File: config.mk
export PLATFORM = sky130hd
export DESIGN_NAME = serial_add_seq
export DESIGN_NICKNAME = d
export VERILOG_FILES = /design/src/rtl/serial_add_seq.sv
export SDC_FILE = /design/constraint.sdc
export NUM_CORES = 1
export LEC_CHECK = 0
export CORE_ASPECT_RATIO = 0.75
export CORE_MARGIN = 2
export CORE_UTILIZATION = 47
export DETAILED_ROUTE_END_ITERATION = 10
export GPL_TIMING_DRIVEN = 1
export PLACE_DENSITY_LB_ADDON = 0.15
export SETUP_SLACK_MARGIN = 0.1
export SKIP_CTS_REPAIR_TIMING = 1
export SLEW_MARGIN = 30
export SYNTH_ARGS = -nofsm -noshare
export SYNTH_HDL_FRONTEND = slang
export SYNTH_SLANG_ARGS = --single-unit
File: constraint.sdc
create_clock -name clk -period 1.9 [get_ports clk]
set_clock_uncertainty 0.1 [all_clocks]
set_input_delay 0.57 -clock clk [delete_from_list [all_inputs] [get_ports clk]]
set_output_delay 0.57 -clock clk [all_outputs]
set_load 0.01 [all_outputs]
File: src/rtl/serial_add_seq.sv
// Bit-serial sequencer around an external 1-bit full adder: shifts operands out
// LSB-first, feeds the carry back, and collects the serial sum into sum/cout.
module serial_add_seq #(
  parameter int WIDTH = 8,
  parameter int CNT_W = $clog2(WIDTH + 1)
) (
  input  logic             clk,
  input  logic             rst,
  input  logic             start,
  input  logic [WIDTH-1:0] a,
  input  logic [WIDTH-1:0] b,
  input  logic             cin,
  output logic             busy,
  output logic             done,
  output logic [WIDTH-1:0] sum,
  output logic             cout,
  output logic             fa_a,
  output logic             fa_b,
  output logic             fa_cin,
  input  logic             fa_s,
  input  logic             fa_cout
);

  typedef enum logic [1:0] {
    IDLE = 2'd0,
    RUN  = 2'd1,
    DONE = 2'd2
  } state_t;

  state_t           state;
  state_t           state_next;
  logic [WIDTH-1:0] a_sh;
  logic [WIDTH-1:0] b_sh;
  logic             carry_q;
  logic [CNT_W-1:0] count;
  logic             last;

  assign last = (count == CNT_W'(WIDTH - 1));

  // Next-state decode
  always_comb begin
    state_next = state;
    case (state)
      IDLE: begin
        if (start) state_next = RUN;
        else       state_next = IDLE;
      end
      RUN: begin
        if (last) state_next = DONE;
        else      state_next = RUN;
      end
      DONE:    state_next = IDLE;
      default: state_next = IDLE;
    endcase
  end

  // State register with synchronous reset
  always_ff @(posedge clk) begin
    if (rst) state <= IDLE;
    else     state <= state_next;
  end

  // Operand shifters, carry feedback, bit counter and result accumulation
  always_ff @(posedge clk) begin
    if (rst) begin
      a_sh    <= '0;
      b_sh    <= '0;
      carry_q <= 1'b0;
      count   <= '0;
      sum     <= '0;
      cout    <= 1'b0;
    end else begin
      case (state)
        IDLE: begin
          if (start) begin
            a_sh    <= a;
            b_sh    <= b;
            carry_q <= cin;
            count   <= '0;
            sum     <= '0;
            cout    <= 1'b0;
          end
        end
        RUN: begin
          // Sum enters at the MSB so after WIDTH shifts bit 0 lands at sum[0]
          sum     <= {fa_s, sum[WIDTH-1:1]};
          a_sh    <= {1'b0, a_sh[WIDTH-1:1]};
          b_sh    <= {1'b0, b_sh[WIDTH-1:1]};
          carry_q <= fa_cout;
          if (last) begin
            cout  <= fa_cout;
            count <= '0;
          end else begin
            count <= count + CNT_W'(1);
          end
        end
        default: begin
        end
      endcase
    end
  end

  // Adder drive is gated by the registered state so idle values never leak out
  assign fa_a   = (state == RUN) & a_sh[0];
  assign fa_b   = (state == RUN) & b_sh[0];
  assign fa_cin = (state == RUN) & carry_q;
  assign busy   = (state != IDLE);
  assign done   = (state == DONE);

endmodule

Word-level counts from Yosys, hierarchy flattened
Index checks and enable logic that the tools add are counted.

Word-level logic and storage cells: 38. Input bits: 22. Output and inout bits: 14. Bits in registers: 32.

Add/sub/neg operators: 1. Bitwise operators: 3. Multiplexer cells: 17. Eq/ne operators: 5. Reductions and logical operators: 5.

Operator list (count): $pmux W8 S2 (3); $mux W8 (3); $mux W4 (2); $pmux W4 S2 (1); $add A4 B1 Y4 const B (1); $eq A4 B3 Y1 const B (1); $mux W1 (4); $ne A2 B2 Y1 const B (2); $pmux W1 S2 (2); $pmux W2 S2 (1); $reduce_bool A2 Y1 (2); $and A1 B1 Y1 (3); $reduce_and A3 Y1 (1); $eq A2 B1 Y1 const B (1); $eq A2 B2 Y1 const B (1); $logic_not A2 Y1 (1); $mux W2 (1); $reduce_and A2 Y1 (1).

Longest topological paths before layout
Depth in word-level cells: 3. Mapped depth: 6. Gate-level depth less buffers: 4.

Worst setup path before layout
No wires, ideal clock.

Path type: register -> output. From: register state[0]. To: output fa_a. Data arrival time: 1036 ps. Path buffers: 3. Required time: 1230 ps. Setup slack: 194 ps. Stages on the path, launching flop included: 6. Path through: dfxtp_1 buf_4 nor2b_1 buf_4 buf_4 and2_1.

Longest elaborated chain between the ends: 2.

Ends and longest elaborated chain: start, declared (RTL line 30) `state_t state;`; start signal, assigned (RTL line 60) `else state <= state_next;`; $eq A2 B1 Y1 (RTL line 104) `assign fa_a = (state == RUN) & a_sh[0];`; $and A1 B1 Y1 (RTL line 104); end, declared (RTL line 17) `output logic fa_a,`.

Every way passes these cells.

Worst setup path in the final report
From: register state[0]. To: output fa_b.

Longest elaborated chain between the ends: 2.

Ends and longest elaborated chain: $eq A2 B1 Y1 (RTL line 105) `assign fa_b = (state == RUN) & b_sh[0];`; $and A1 B1 Y1 (RTL line 105); end, declared (RTL line 18) `output logic fa_b,`.

Every way passes these cells.

==> summary.txt <==
STA
  – Slew at the pin with the worst max-slew slack: 0.351 ns
  – Final setup viols: 0
  – Fmax: 553 MHz
  – Final Hold Viols: 0
  – Slew Viols, Final: 0
  – Final period util: 95.3%
  – Hold slack: 0.389 ns
  – Worst Setup Slack, final: 0.0902 ns
  – Final TNS setup: 0 ns
  – Relative slew slack: 76.6%
  – Tmin final: 1.81 ns
  – Unrepaired setup endpoints after global routing: yes

Setup path
  – Reg-to-reg critical path endpoint: carry_q$_SDFFE_PP0P_
  – Startpoint types: flop
  – Reg-to-reg startpoint: state[1]$_SDFF_PP0_
  – CP required: 1.23 ns
  – Kind of critical path: flop to output pin
  – Reg2Reg Depth: 5
  – Worst reg2reg setup slack: 0.33 ns
  – Crit Path Max Fanout: 6
  – Worst EP arrival: 1.14 ns
  – CP Capture Type: output pin

Power and ir drop
  – Power share of the clock group: 35.4%
  – Leak pwr: 0.000972 uW
  – Total power: 1480 uW
  – Cell Pwr Density: 750 nW/um2
  – Worst VDD drop: 0.574 mV
  – Internal: 1120 uW
  – Reg power frac: 49.1%
  – Gate power share: 15.5%
  – Switch share: 24.3%
  – Psw: 359 uW

Die
  – Core area: 2700 um2
  – Num rows: 16
  – Starting Density: 50.9%
  – Num ports: 36
  – Die width: 66.5 um
  – Die height: 50.8 um
  – Die ar.: 3380 um2

Final layout
  – Layout cells sized above 1: 15.8%
  – # fillers: 219
  – Area grow syn2layout: 43.1%
  – Finished Core Util: 72.8%
  – Nets@finish: 224
  – Antenna cells: 0

Global route
  – First-pass GRT wire length: 4850 um
  – Initial antenna violation count: 0
  – Global-route usage over all layers: 19.2%
  – Vias in the first global route: 1095
  – Pin count of the biggest net entering global routing: 33
  – Total grt overflow: 0

Drt
  – DRC viols: 0
  – Total number of vias: 1300
  – First-pass detailed-route iteration total: 4
  – Total Wirelength: 3210 um
  – Avg WL per Cell: 13.5 um
  – Antenna-violating nets left: 0
  – DRT iter0 DRCs: 61
  – Avg Vias per Cell: 5.46

Clocking
  – H-tree depth: 2
  – Num CTS Buffers: 5
  – Clock tree sinks: 32
  – CTS tree: done
  – Maximum clock path buffer count: 2
  – Reg clk slew, reported paths: 0.06 ns
  – Clock Tree Root: clkbuf_8
  – Worst skew pair latency: 0.27 ns

Yosys
  – Post-synth ARST share: 0%
  – Syn nets: 183
  – Area leader, netlist: dfxtp_1
  – Most used DFF post-synth: dfxtp_1
  – Main area contributors after synthesis: dfxtp_1 (47%), a211oi_1 (8.7%), nor2_1 (7.4%), a21oi_1 (6.9%), a22oi_1 (6.0%)
  – Synth cell types: 27
  – Syn Std Cell Area: 1380 um2
  – Avg Inst Size Synth: 8.59 um2
  – Post-synth top area share: 46.6%
  – Mapped Cells: 160
  – EDFF count, synth: 0
  – Syn. warnings: 0
  – Post-synthesis sequential area ratio: 46.6%
  – Flops & latches, synth: 32

Worst hold path
  – Hold path startpoint: count[0]$_SDFFE_PP0P_
  – Hold path endpoint: count[0]$_SDFFE_PP0P_
  – Worst hold path class: flop to flop
  – Worst Hold Path Cells: 2

Placement
  – Global placement routability congestion: 0.751
  – Place WS: -0.0412 ns
  – IO Port Bufs: 35
  – Final HPWL DP: 2130 um

Run
  – Max-cap violations: 0

Run status
  – Status: completed
==> critical path: stages (launching register included) <==
cell	delay, ns
dfxtp_2	0.34
nor2b_4	0.18
buf_6	0.13
and2_1	0.11
buf_2	0.12
==> cell families (layout without fill, tap and decap cells) <==
kind of cell	Yosys count	count (layout)	synth area share, %
and+or+nand+nor	60	60	19.8
DFF	32	32	46.6
adders and majority gates	1	1	0.910
AOI/OAI and AO/OA	52	52	25.7
buffers and inverters	15	57	7.01
==> synth_stat cells, types with 2 or more instances <==
| cell type | instances |
|---|---|
| nor2b_1 | 3 |
| dfxtp_1 | 32 |
| a32oi_1 | 2 |
| buf_4 | 3 |
| nor2_1 | 27 |
| a21oi_1 | 19 |
| a22oi_1 | 11 |
| and2_1 | 3 |
| buf_6 | 3 |
| a211oi_1 | 16 |
| and3b_1 | 3 |
| nand2_1 | 17 |
| clkbuf_1 | 3 |
| buf_2 | 5 |
==> area by class of cell <==
class                   count  area [um2]  share of cell area (%)
clock buffers               6        82.6                    4.20
clock inverters             2        10.0                   0.509
inverters                   1        3.75                   0.191
multi-input cells         113         658                    33.4
flip-flops and latches     32         643                    32.7
well taps                  36        45.0                    2.29
repair buffers             48         526                    26.7
==> per-stage QoR <==
step | cells | area, um2
detailed placement | 228 | 1800
floorplan | 160 | 1380
CTS | 236 | 1890
global placement | 228 | 1800
global route | 238 | 1970
finish | 238 | 1970
==> layer usage <==
metal | up-vias | wire (um) | GRT usage, %
li1 | 650 | - | -
met1 | 613 | 1370 | 23.7
met5 | - | 0 | 0
met2 | 35 | 1630 | 31.8
met4 | 0 | 10 | 6.12
met3 | 2 | 197 | 5.95
==> power groups by stage <==
stage | Clock (uW) | Combinational [uW] | Sequential (uW)
5_1_grt | 566 | 252 | 729
3_5_place_dp | 0 | 216 | 739
4_1_cts | 536 | 217 | 724
3_3_place_gp | 0 | 211 | 738
2_1_floorplan | 0 | 124 | 735
6_report | 523 | 228 | 726
==> state kept, by name (all words and copies together), names as in the netlist <==
name / count
a_sh: 8
b_sh: 8
carry_q: 1
count: 4
cout: 1
state: 2
sum: 8
==> how the worst max path moves through the flow <==
stage,from,to,slack [ns],depth (start not counted)
after detailed placement,state[0]$_SDFF_PP0_,fa_b,-0.04,4
after global placement,state[0]$_SDFF_PP0_,fa_b,-0.04,4
after CTS,state[0]$_SDFF_PP0_,fa_b,-0.35,4
final,state[0]$_SDFF_PP0_,fa_b,0.09,4
after floorplan,state[0]$_SDFF_PP0_,fa_a,0.19,5
after global routing,state[0]$_SDFF_PP0_,fa_b,0.04,4
==> cells in the final DEF (no fill, tap or decap), drive strengths merged <==
cell type and n:
nand2 17, o21ba 1, ha 1, nor2b 3, clkbuf 6, nor3 1
a21oi 19, dlymetal6s2s 11, nor2 27, nand2b 1, nand3 1, dfxtp 32
inv 1, a22oi 11, o21ai 1, nor3b 1, buf 16, or3 1
nand4 1, a211oi 16, nand3b 1, and2 3, o21bai 1, clkinv 2
a32oi 2, clkdlybuf4s50 21, a2111o 1, and3b 3
Note: power is estimated with default switching activity, not from simulation.
